--- config.mk ---
export PLATFORM = sky130hd
export DESIGN_NAME = snake_body
export DESIGN_NICKNAME = d
export VERILOG_FILES = /design/src/rtl/snake_body.sv
export SDC_FILE = /design/constraint.sdc
export NUM_CORES = 1
export LEC_CHECK = 0
export BUFFER_PORTS_ARGS = -buffer_cell sky130_fd_sc_hd__buf_2
export CAP_MARGIN = 15
export CORE_MARGIN = 2
export CORE_UTILIZATION = 45
export CTS_CLUSTER_DIAMETER = 50
export CTS_CLUSTER_SIZE = 24
export DETAILED_ROUTE_END_ITERATION = 8
export SLEW_MARGIN = 25
export SYNTH_ARGS = -nofsm -noshare
export SYNTH_HDL_FRONTEND = slang
export SYNTH_SLANG_ARGS = --single-unit
--- constraint.sdc ---
create_clock -name clk -period 14.5 [get_ports clk]
set_clock_uncertainty 0.1 [all_clocks]
set_input_delay 2.9 -clock clk [delete_from_list [all_inputs] [get_ports clk]]
set_output_delay 2.9 -clock clk [all_outputs]
set_load 0.05 [all_outputs]
--- src/rtl/snake_body.sv ---
// Snake body engine: circular segment buffer, step/grow/turn control, wall and self collision.
// Define SNAKE_WRAP_EN to make edge moves wrap around the grid instead of killing the snake.
module snake_body #(
    parameter int unsigned GRID_W   = 64,
    parameter int unsigned GRID_H   = 48,
    parameter int unsigned XW       = 7,
    parameter int unsigned YW       = 6,
    parameter int unsigned MAX_LEN  = 16,
    parameter int unsigned INIT_LEN = 4,
    parameter int unsigned START_X  = 3,
    parameter int unsigned START_Y  = 0
) (
    input  logic                         clk,
    input  logic                         rst,
    input  logic                         step,
    input  logic                         restart,
    input  logic                         dir_valid,
    input  logic [1:0]                   dir_req,
    input  logic                         grow,
    input  logic [XW-1:0]                query_x,
    input  logic [YW-1:0]                query_y,
    output logic                         query_hit,
    output logic                         query_head,
    output logic [XW-1:0]                head_x,
    output logic [YW-1:0]                head_y,
    output logic [$clog2(MAX_LEN+1)-1:0] length,
    output logic                         busy,
    output logic                         dead
);

    localparam int unsigned IW = (MAX_LEN > 1) ? $clog2(MAX_LEN) : 1;
    localparam int unsigned LW = $clog2(MAX_LEN + 1);

    typedef enum logic [1:0] {StRun, StCheck, StDead} state_e;

    state_e          state_q;
    logic [XW-1:0]   seg_x_q [MAX_LEN];
    logic [YW-1:0]   seg_y_q [MAX_LEN];
    logic [IW-1:0]   hp_q;
    logic [LW-1:0]   len_q;
    logic [1:0]      dir_q;
    logic [1:0]      pend_dir_q;
    logic            grow_pend_q;
    logic [XW-1:0]   cand_x_q;
    logic [YW-1:0]   cand_y_q;
    logic            cand_wall_q;
    logic            query_hit_q;
    logic            query_head_q;

    // Segment view rotated so index 0 is always the head.
    logic [XW-1:0]   rot_x [MAX_LEN];
    logic [YW-1:0]   rot_y [MAX_LEN];
    logic            live  [MAX_LEN];
    logic            tail  [MAX_LEN];

    logic [XW-1:0]   nxt_x;
    logic [YW-1:0]   nxt_y;
    logic            nxt_wall;
    logic            self_hit;
    logic [IW-1:0]   hp_dec;
    logic            q_in_grid;
    logic            q_hit;
    logic            q_head;
    logic            dir_ok;

    function automatic logic [IW-1:0] slot(input logic [IW-1:0] base, input int unsigned off);
        int unsigned s;
        s = 32'(base) + off;
        if (s >= MAX_LEN) s = s - MAX_LEN;
        return IW'(s);
    endfunction

    function automatic logic [XW-1:0] init_x(input int unsigned i);
        return (i < INIT_LEN) ? XW'(START_X - i) : '0;
    endfunction

    function automatic logic [YW-1:0] init_y(input int unsigned i);
        return (i < INIT_LEN) ? YW'(START_Y) : '0;
    endfunction

    function automatic logic [1:0] reverse(input logic [1:0] d);
        return {d[1], ~d[0]};
    endfunction

    always_comb begin
        for (int i = 0; i < MAX_LEN; i++) begin
            rot_x[i] = seg_x_q[slot(hp_q, i)];
            rot_y[i] = seg_y_q[slot(hp_q, i)];
            live[i]  = LW'(i) < len_q;
            tail[i]  = LW'(i) == (len_q - LW'(1));
        end
    end

    assign head_x = rot_x[0];
    assign head_y = rot_y[0];
    assign hp_dec = (hp_q == '0) ? IW'(MAX_LEN - 1) : hp_q - 1'b1;
    assign dir_ok = dir_valid && (dir_req != reverse(dir_q));

    always_comb begin
        nxt_x    = head_x;
        nxt_y    = head_y;
        nxt_wall = 1'b0;
        case (pend_dir_q)
            2'd0: begin
                if (head_x == XW'(GRID_W - 1)) begin
`ifdef SNAKE_WRAP_EN
                    nxt_x = '0;
`else
                    nxt_wall = 1'b1;
`endif
                end else begin
                    nxt_x = head_x + 1'b1;
                end
            end
            2'd1: begin
                if (head_x == '0) begin
`ifdef SNAKE_WRAP_EN
                    nxt_x = XW'(GRID_W - 1);
`else
                    nxt_wall = 1'b1;
`endif
                end else begin
                    nxt_x = head_x - 1'b1;
                end
            end
            2'd2: begin
                if (head_y == YW'(GRID_H - 1)) begin
`ifdef SNAKE_WRAP_EN
                    nxt_y = '0;
`else
                    nxt_wall = 1'b1;
`endif
                end else begin
                    nxt_y = head_y + 1'b1;
                end
            end
            default: begin
                if (head_y == '0) begin
`ifdef SNAKE_WRAP_EN
                    nxt_y = YW'(GRID_H - 1);
`else
                    nxt_wall = 1'b1;
`endif
                end else begin
                    nxt_y = head_y - 1'b1;
                end
            end
        endcase
    end

    // The tail moves away in the same step unless the snake is growing.
    always_comb begin
        self_hit = 1'b0;
        for (int i = 0; i < MAX_LEN; i++) begin
            if (live[i] && !(tail[i] && !grow_pend_q) &&
                rot_x[i] == cand_x_q && rot_y[i] == cand_y_q) begin
                self_hit = 1'b1;
            end
        end
    end

    always_comb begin
        q_in_grid = (32'(query_x) < GRID_W) && (32'(query_y) < GRID_H);
        q_hit     = 1'b0;
        for (int i = 0; i < MAX_LEN; i++) begin
            if (live[i] && rot_x[i] == query_x && rot_y[i] == query_y) q_hit = 1'b1;
        end
        q_hit  = q_hit && q_in_grid;
        q_head = q_in_grid && head_x == query_x && head_y == query_y;
    end

    always_ff @(posedge clk or posedge rst) begin
        if (rst) begin
            query_hit_q  <= 1'b0;
            query_head_q <= 1'b0;
        end else begin
            query_hit_q  <= q_hit;
            query_head_q <= q_head;
        end
    end

    always_ff @(posedge clk or posedge rst) begin
        if (rst) begin
            state_q     <= StRun;
            hp_q        <= '0;
            len_q       <= LW'(INIT_LEN);
            dir_q       <= 2'd0;
            pend_dir_q  <= 2'd0;
            grow_pend_q <= 1'b0;
            cand_x_q    <= '0;
            cand_y_q    <= '0;
            cand_wall_q <= 1'b0;
            for (int i = 0; i < MAX_LEN; i++) begin
                seg_x_q[i] <= init_x(i);
                seg_y_q[i] <= init_y(i);
            end
        end else if (restart) begin
            state_q     <= StRun;
            hp_q        <= '0;
            len_q       <= LW'(INIT_LEN);
            dir_q       <= 2'd0;
            pend_dir_q  <= 2'd0;
            grow_pend_q <= 1'b0;
            cand_wall_q <= 1'b0;
            for (int i = 0; i < MAX_LEN; i++) begin
                seg_x_q[i] <= init_x(i);
                seg_y_q[i] <= init_y(i);
            end
        end else begin
            case (state_q)
                StRun: begin
                    if (dir_ok) pend_dir_q <= dir_req;
                    if (grow) grow_pend_q <= 1'b1;
                    if (step) begin
                        cand_x_q    <= nxt_x;
                        cand_y_q    <= nxt_y;
                        cand_wall_q <= nxt_wall;
                        dir_q       <= pend_dir_q;
                        state_q     <= StCheck;
                    end
                end
                StCheck: begin
                    if (dir_ok) pend_dir_q <= dir_req;
                    if (cand_wall_q || self_hit) begin
                        grow_pend_q <= 1'b0;
                        state_q     <= StDead;
                    end else begin
                        hp_q            <= hp_dec;
                        seg_x_q[hp_dec] <= cand_x_q;
                        seg_y_q[hp_dec] <= cand_y_q;
                        if (grow_pend_q && len_q < LW'(MAX_LEN)) len_q <= len_q + 1'b1;
                        // A grow arriving now belongs to the next step.
                        grow_pend_q     <= grow;
                        state_q         <= StRun;
                    end
                end
                StDead: ;
                default: state_q <= StRun;
            endcase
        end
    end

    assign query_hit  = query_hit_q;
    assign query_head = query_head_q;
    assign length     = len_q;
    assign busy       = (state_q == StCheck);
    assign dead       = (state_q == StDead);

endmodule

# Word-level counts from Yosys, hierarchy flattened
# Index checks and enable logic that the tools add are counted.
# word_totals
register_bits	240
latchBits	0
ramBits	0
romBits	0
n_memories	0
# classes
add_sub_neg	38
mul	0
div_mod_pow	0
n_lt_le_gt_ge	53
n_eq_ne	90
shifts	0
muxes	192
n_bitwise	19
reduce_logical	143
# op_table
operator	n
7-bit binary-select mux with 4-bit select	16
6-bit binary-select mux with 4-bit select	16
112-bit 2-to-1 mux	3
96-bit 2-to-1 mux	3
7-bit 2-to-1 mux	35
7-bit == test	32
6-bit 2-to-1 mux	35
6-bit == test	32
5-bit greater-or-equal comparator (second input constant)	32
112-bit bitwise mux	1
1-bit logical AND	103
96-bit bitwise mux	1
4-bit NOT with 5-bit output	17
4-bit 2-to-1 mux	20
4-bit by 1-bit subtractor with 4-bit output (second input constant)	17
1-bit 2-to-1 mux	42
4-bit by 4-bit adder with 5-bit output (second input constant)	8
4-bit by 5-bit == test with 1-bit output (first input constant)	8
4-bit by 5-bit < comparator with 1-bit output (first input constant)	8
7-bit demux with 4-bit select	1
6-bit demux with 4-bit select	1
4-bit by 3-bit adder with 5-bit output (second input constant)	4
3-bit by 5-bit == test with 1-bit output (first input constant)	4
3-bit by 5-bit < comparator with 1-bit output (first input constant)	4
44 further kinds	92

# Longest topological paths before layout
# depth
word_depth	29
mapped_depth	27
mapped_depth_nobuf	14

# Least setup slack after synthesis
# No wires, ideal clock.
# synth_path
path_type	flip-flop to output port
from	register hp_q[1]
to	output head_x[2]
arrival_time_ns	2.622
t_required_ns	11.500
slack_ns	8.878
stages_incl_launch_ff	6
path_buffers	2
path_cell_list	dfrtp_1 > buf_6 > buf_4 > mux2i_1 > mux4_2 > mux2i_1
# synth_via
elab_chain_cells	6
# synth_lines
item	line_no	source
start: declaration	39	logic [IW-1:0] hp_q;
start signal: assignment	228	hp_q <= hp_dec;
4-bit by 1-bit subtractor with 4-bit output / 4-bit by 5-bit greater-or-equal comparator with 1-bit output (equally long branches)	69	if (s >= MAX_LEN) s = s - MAX_LEN;
4-bit 2-to-1 mux *	69	
4-bit NOT with 5-bit output (not written as such) *	87	rot_x[i] = seg_x_q[slot(hp_q, i)];
7-bit binary-select mux with 4-bit select *	87	
7-bit 2-to-1 mux (not written as such) * (2 in a row)	87	
end: declaration	24	output logic [XW-1:0] head_x,
# Mark *: on every way between the ends. The rest lies on a longest branch, timed or not. The select of a mux whose other input is x is not followed.

# Final worst setup path
# layout_path
from	register hp_q[0]
to	register seg_x_q[98] (netlist name)
# layout_via
elab_chain_cells	28
# layout_lines
item	line_no	source
4-bit by 1-bit adder with 5-bit output, or another cell as far along	68	s = 32'(base) + off;
4-bit by 1-bit subtractor with 4-bit output, or another cell as far along	69	
4-bit 2-to-1 mux / 4-bit NOT with 5-bit output (equally long branches)	69, 87, 88	
4-bit NOT with 5-bit output (not written as such) / 7-bit binary-select mux with 4-bit select (equally long branches)	87, 88	
7-bit binary-select mux with 4-bit select / 7-bit 2-to-1 mux (equally long branches)	87	
7-bit 2-to-1 mux (not written as such)	87	
7-bit 2-to-1 mux (not written as such) / 7-bit == test (equally long branches)	87, 156	
7-bit == test / 1-bit logical AND (equally long branches)	156, 155	
1-bit logical AND, on equally long branches	155, 156	
1-bit logical AND / 1-bit 2-to-1 mux (equally long branches)	156, 155	
1-bit 2-to-1 mux (15 in a row)	155	if (live[i] && !(tail[i] && !grow_pend_q) &&
1-bit logical OR	224	if (cand_wall_q || self_hit) begin
2-bit inequality test (no line)	--	
2-bit AND reduction (no line)	--	
end signal: indexed assignment	194	seg_x_q[i] <= init_x(i);
end signal: indexed assignment	206	seg_x_q[i] <= init_x(i);
end signal: indexed assignment	229	seg_x_q[hp_dec] <= cand_x_q;
end: declaration	37	logic [XW-1:0] seg_x_q [MAX_LEN];
# Parallel ways exist; a longest one is shown, timed or not. The select of a mux whose other input is x is not followed.
# A chain may end at the register's enable or synchronous reset.

==> results.py <==
metrics = {
    "cells_and_area": {
        "final_net_count": 2788,
        "final_area_um2": 32600,
        "area_delta_synth_final_pct": 5.31,
        "postLayoutCoreUtil": 0.477,
        "post_route_cells_drive_above_1_share": 0.236,
    },
    "sta": {
        "fin_setup_tns_ns": 0,
        "setup_viol": 0,
        "worst_pin_slew_ns": 1.15,
        "finalCritPeriodShare": 0.532,
        "fmax_mhz": 130,
        "slew_headroom": 0.209,
        "rsz0062_at_grt": "false",
        "hold_viol_final": 0,
        "min_period_ns": 7.72,
        "drv_slew": 0,
    },
    "synth": {
        "yosysTopAreaCellShare": 0.270,
        "yosysWarnings": 0,
        "synth-seq-cells": 240,
        "yosys.area.top_type": "mux4_2",
        "synth.most_common_cell": "mux2i_1",
        "ys.flop_type": "dfrtp_1",
        "synthesis.nets": 2938,
        "post_synth_main_area_contributors": "mux4_2, dfrtp_1, mux2i_1",
        "ys_seq_area_frac": 0.194,
        "syn_avg_cell_area_um2": 10.7,
        "synthCells": 2894,
        "yosys.cell_types.count": 76,
        "synthArstFlopShare": 1.00,
        "synth_common_cells": "mux2i_1, mux4_2, nand2_1",
        "synth_edf_count": 0,
        "synth_area_um2": 31000,
    },
    "floorplan": {
        "rows": 96,
        "io_pins": 43,
        "die_w_um": 266,
        "die_h_um": 266,
        "die_area_um2": 71000,
        "core_area_um2": 68300,
        "initial_core_util": 0.453,
    },
    "power": {
        "p_sw_w": 0.00121,
        "finalPower_w": 0.00284,
        "p_seq_frac": 0.261,
        "swShare": 0.426,
        "clkPwrFrac": 0.336,
        "powerDensity_nw_per_um2": 87.2,
        "peakVddDrop_mv": 0.0950,
        "comb_power_share": 0.403,
        "intPower_w": 0.00163,
        "leakage_nw": 13.2,
    },
    "detailed_routing": {
        "detail-route-antenna-nets": 0,
        "dr.pass1.iters": 6,
        "route.vias.total": 26604,
        "vias_per_cell": 7.27,
        "wirelength_um": 141000,
        "wl_per_cell_um": 38.4,
        "drt_iter0_drc": 3666,
        "drc": 0,
    },
    "critical_path": {
        "critical_path.slowest_cell": "a2111oi_1",
        "cp_max_fo": 64,
        "critPathLaunchType": "register",
        "max_stage_delay_ns": 0.96,
        "crit_required_ns": 14.89,
        "crit_buf_inv": 3,
        "cp_cell_sequence": "clkinv_2 -> buf_4 -> ha_4 -> buf_4 -> mux2i_1 -> mux4_2 -> xnor2_1 -> nand4_1 -> a2111oi_1 -> a41oi_1 -> o311ai_1 -> or3_4 -> or3_2 -> mux2i_1",
        "cpLargestDelayFamily": "compound AO/OA/AOI/OAI gates",
        "end_kind": "register",
        "cp.arrival_ns": 8.11,
        "r2r_setup_slack_ns": 6.78,
        "worst-setup-path-type": "register to register",
    },
    "place": {
        "dp_hpwl_um": 102000,
        "port_buffers": 42,
        "dpl_cell_area_um2": 31300,
        "routabilityCongestion": 1.05,
    },
    "global_routing": {
        "grt_pass1_vias": 25561,
        "grt_pass1_wl_um": 199000,
        "antenna_found_initial": 3,
        "grt.overflow.total": 0,
        "grtUsageTotal": 0.397,
        "grt_max_degree": 128,
    },
    "cts": {
        "htreeDepth": 2,
        "cts_root_buf": "clkbuf_16",
        "cts_max_path_buffers": 3,
        "cts_tree": "yes",
        "path_clk_slew_ns": 0.06,
        "cts_setup_buffers": 0,
        "clock_latency_ns": 0.60,
        "cts.repair.resized": 0,
        "cts_sinks": 240,
        "cts_hold_buf": 0,
        "cts_buffers": 38,
    },
    "run": {
        "maxCapViolCount": 0,
    },
    "worst_hold_path": {
        "hp-class": "register to register",
    },
    "status": {
        "status": "finished clean",
    },
}
==> cells by family after synthesis <==
logic type                 count (synthesis)  synth area share
DFF                                      240             0.194
and+or+nand+nor                          666            0.0998
adders and majority gates                 23           0.00929
AOI/OAI and AO/OA                        284            0.0626
xor gates and xnor gates                 422             0.121
muxes                                    931             0.453
buffers and inverters                    328            0.0595
==> cells in the final DEF, fill, tap and decap left out, types with 8 or more instances in the layout <==
master / count
mux4_2: 372
o221ai_1: 9
dfrtp_1: 227
a31oi_1: 19
and3_1: 10
mux2_2: 40
o22ai_1: 8
a221oi_1: 9
inv_8: 8
nand3_1: 72
mux2i_1: 513
nor3_1: 27
ha_1: 20
clkbuf_16: 38
a22oi_1: 12
o211ai_1: 19
nand2_1: 327
xor2_1: 185
inv_1: 27
nand2b_1: 9
or3_2: 12
nand4_1: 46
a21oi_1: 70
nor2_1: 63
o21ai_0: 46
a41oi_1: 9
xnor2_1: 224
nor4_1: 54
a221o_1: 13
buf_2: 42
a22o_1: 13
buf_4: 58
==> through the flow <==
| stage | std cells | setup slack, ns | hold slack (ns) |
|---|---|---|---|
| finish | 3658 | 6.78 | 0.444 |
| global route | 3656 | 6.59 | 0.503 |
| CTS | 3656 | 6.95 | 0.439 |
| detailed placement | 3586 | 7.00 | 0.431 |
| global placement | 3585 | 6.77 | 0.429 |
| floorplan | 2894 | 4.92 | 0.384 |
==> path summary, 6_finish.rpt <==
path,startpoint,to,cells after the start
setup / recovery,hp_q[0]$_DFFE_PP0P_,seg_x_q[98]$_DFFE_PP0P_,14
hold / removal,dir_q[0]$_DFFE_PP0P_,dir_q[0]$_DFFE_PP0P_,2
setup reg to reg,hp_q[0]$_DFFE_PP0P_,seg_x_q[98]$_DFFE_PP0P_,14
hold reg to reg,dir_q[0]$_DFFE_PP0P_,dir_q[0]$_DFFE_PP0P_,2
max in group asynchronous,rst,seg_y_q[75]$_DFFE_PP0P_,4
min in group asynchronous,rst,seg_x_q[110]$_DFFE_PP0P_,2
==> layer usage <==
metal,global-route usage,vias to the layer above,wire (µm)
met5,0,-,0
met2,0.593,1682,62100
met1,0.527,13839,55000
met4,0.212,0,8790
met3,0.104,358,14800
li1,-,10725,-
==> layout make-up <==
type                            instances  area (µm²)
Fill cell                            6213       35700
Multi-Input combinational cell       2326       23300
Sequential cell                       240        6030
Tap cell                              882        1100
Clock buffer                           42         976
Timing Repair Buffer                  103         692
Clock inverter                         28         350
Inverter                               35         145
Antenna cell                            2        5.00
==> power groups by stage <==
stage / combinational (W) / sequential (W) / clock (W)
finish: 0.00115 / 0.000741 / 0.000955
global route: 0.00119 / 0.000741 / 0.000995
CTS: 0.00113 / 0.000738 / 0.000969
detailed placement: 0.00112 / 0.000750 / 0
global placement: 0.00111 / 0.000749 / 0
floorplan: 0.000846 / 0.000711 / 0
==> worst register-to-register path, delay by kind of cell (launching register included) <==
family	cells	cell delay, ns
and+or+nand+nor	3	1.54
buffers and inverters	3	1.29
muxes	3	1.27
DFF	1	0.83
xor gates and xnor gates	1	0.26
adders and majority gates	1	0.78
AOI/OAI and AO/OA	3	1.56
==> registers in the layout, indices dropped and copies added (netlist names) <==
signal / cells
cand_y_q: 6
pend_dir_q: 2
query_head: 1
seg_y_q: 96
query_hit: 1
hp_q: 4
dir_q: 2
length: 5
grow_pend_q: 1
cand_wall_q: 1
cand_x_q: 7
seg_x_q: 112
state_q: 2
Note: power is estimated with default switching activity, not from simulation.
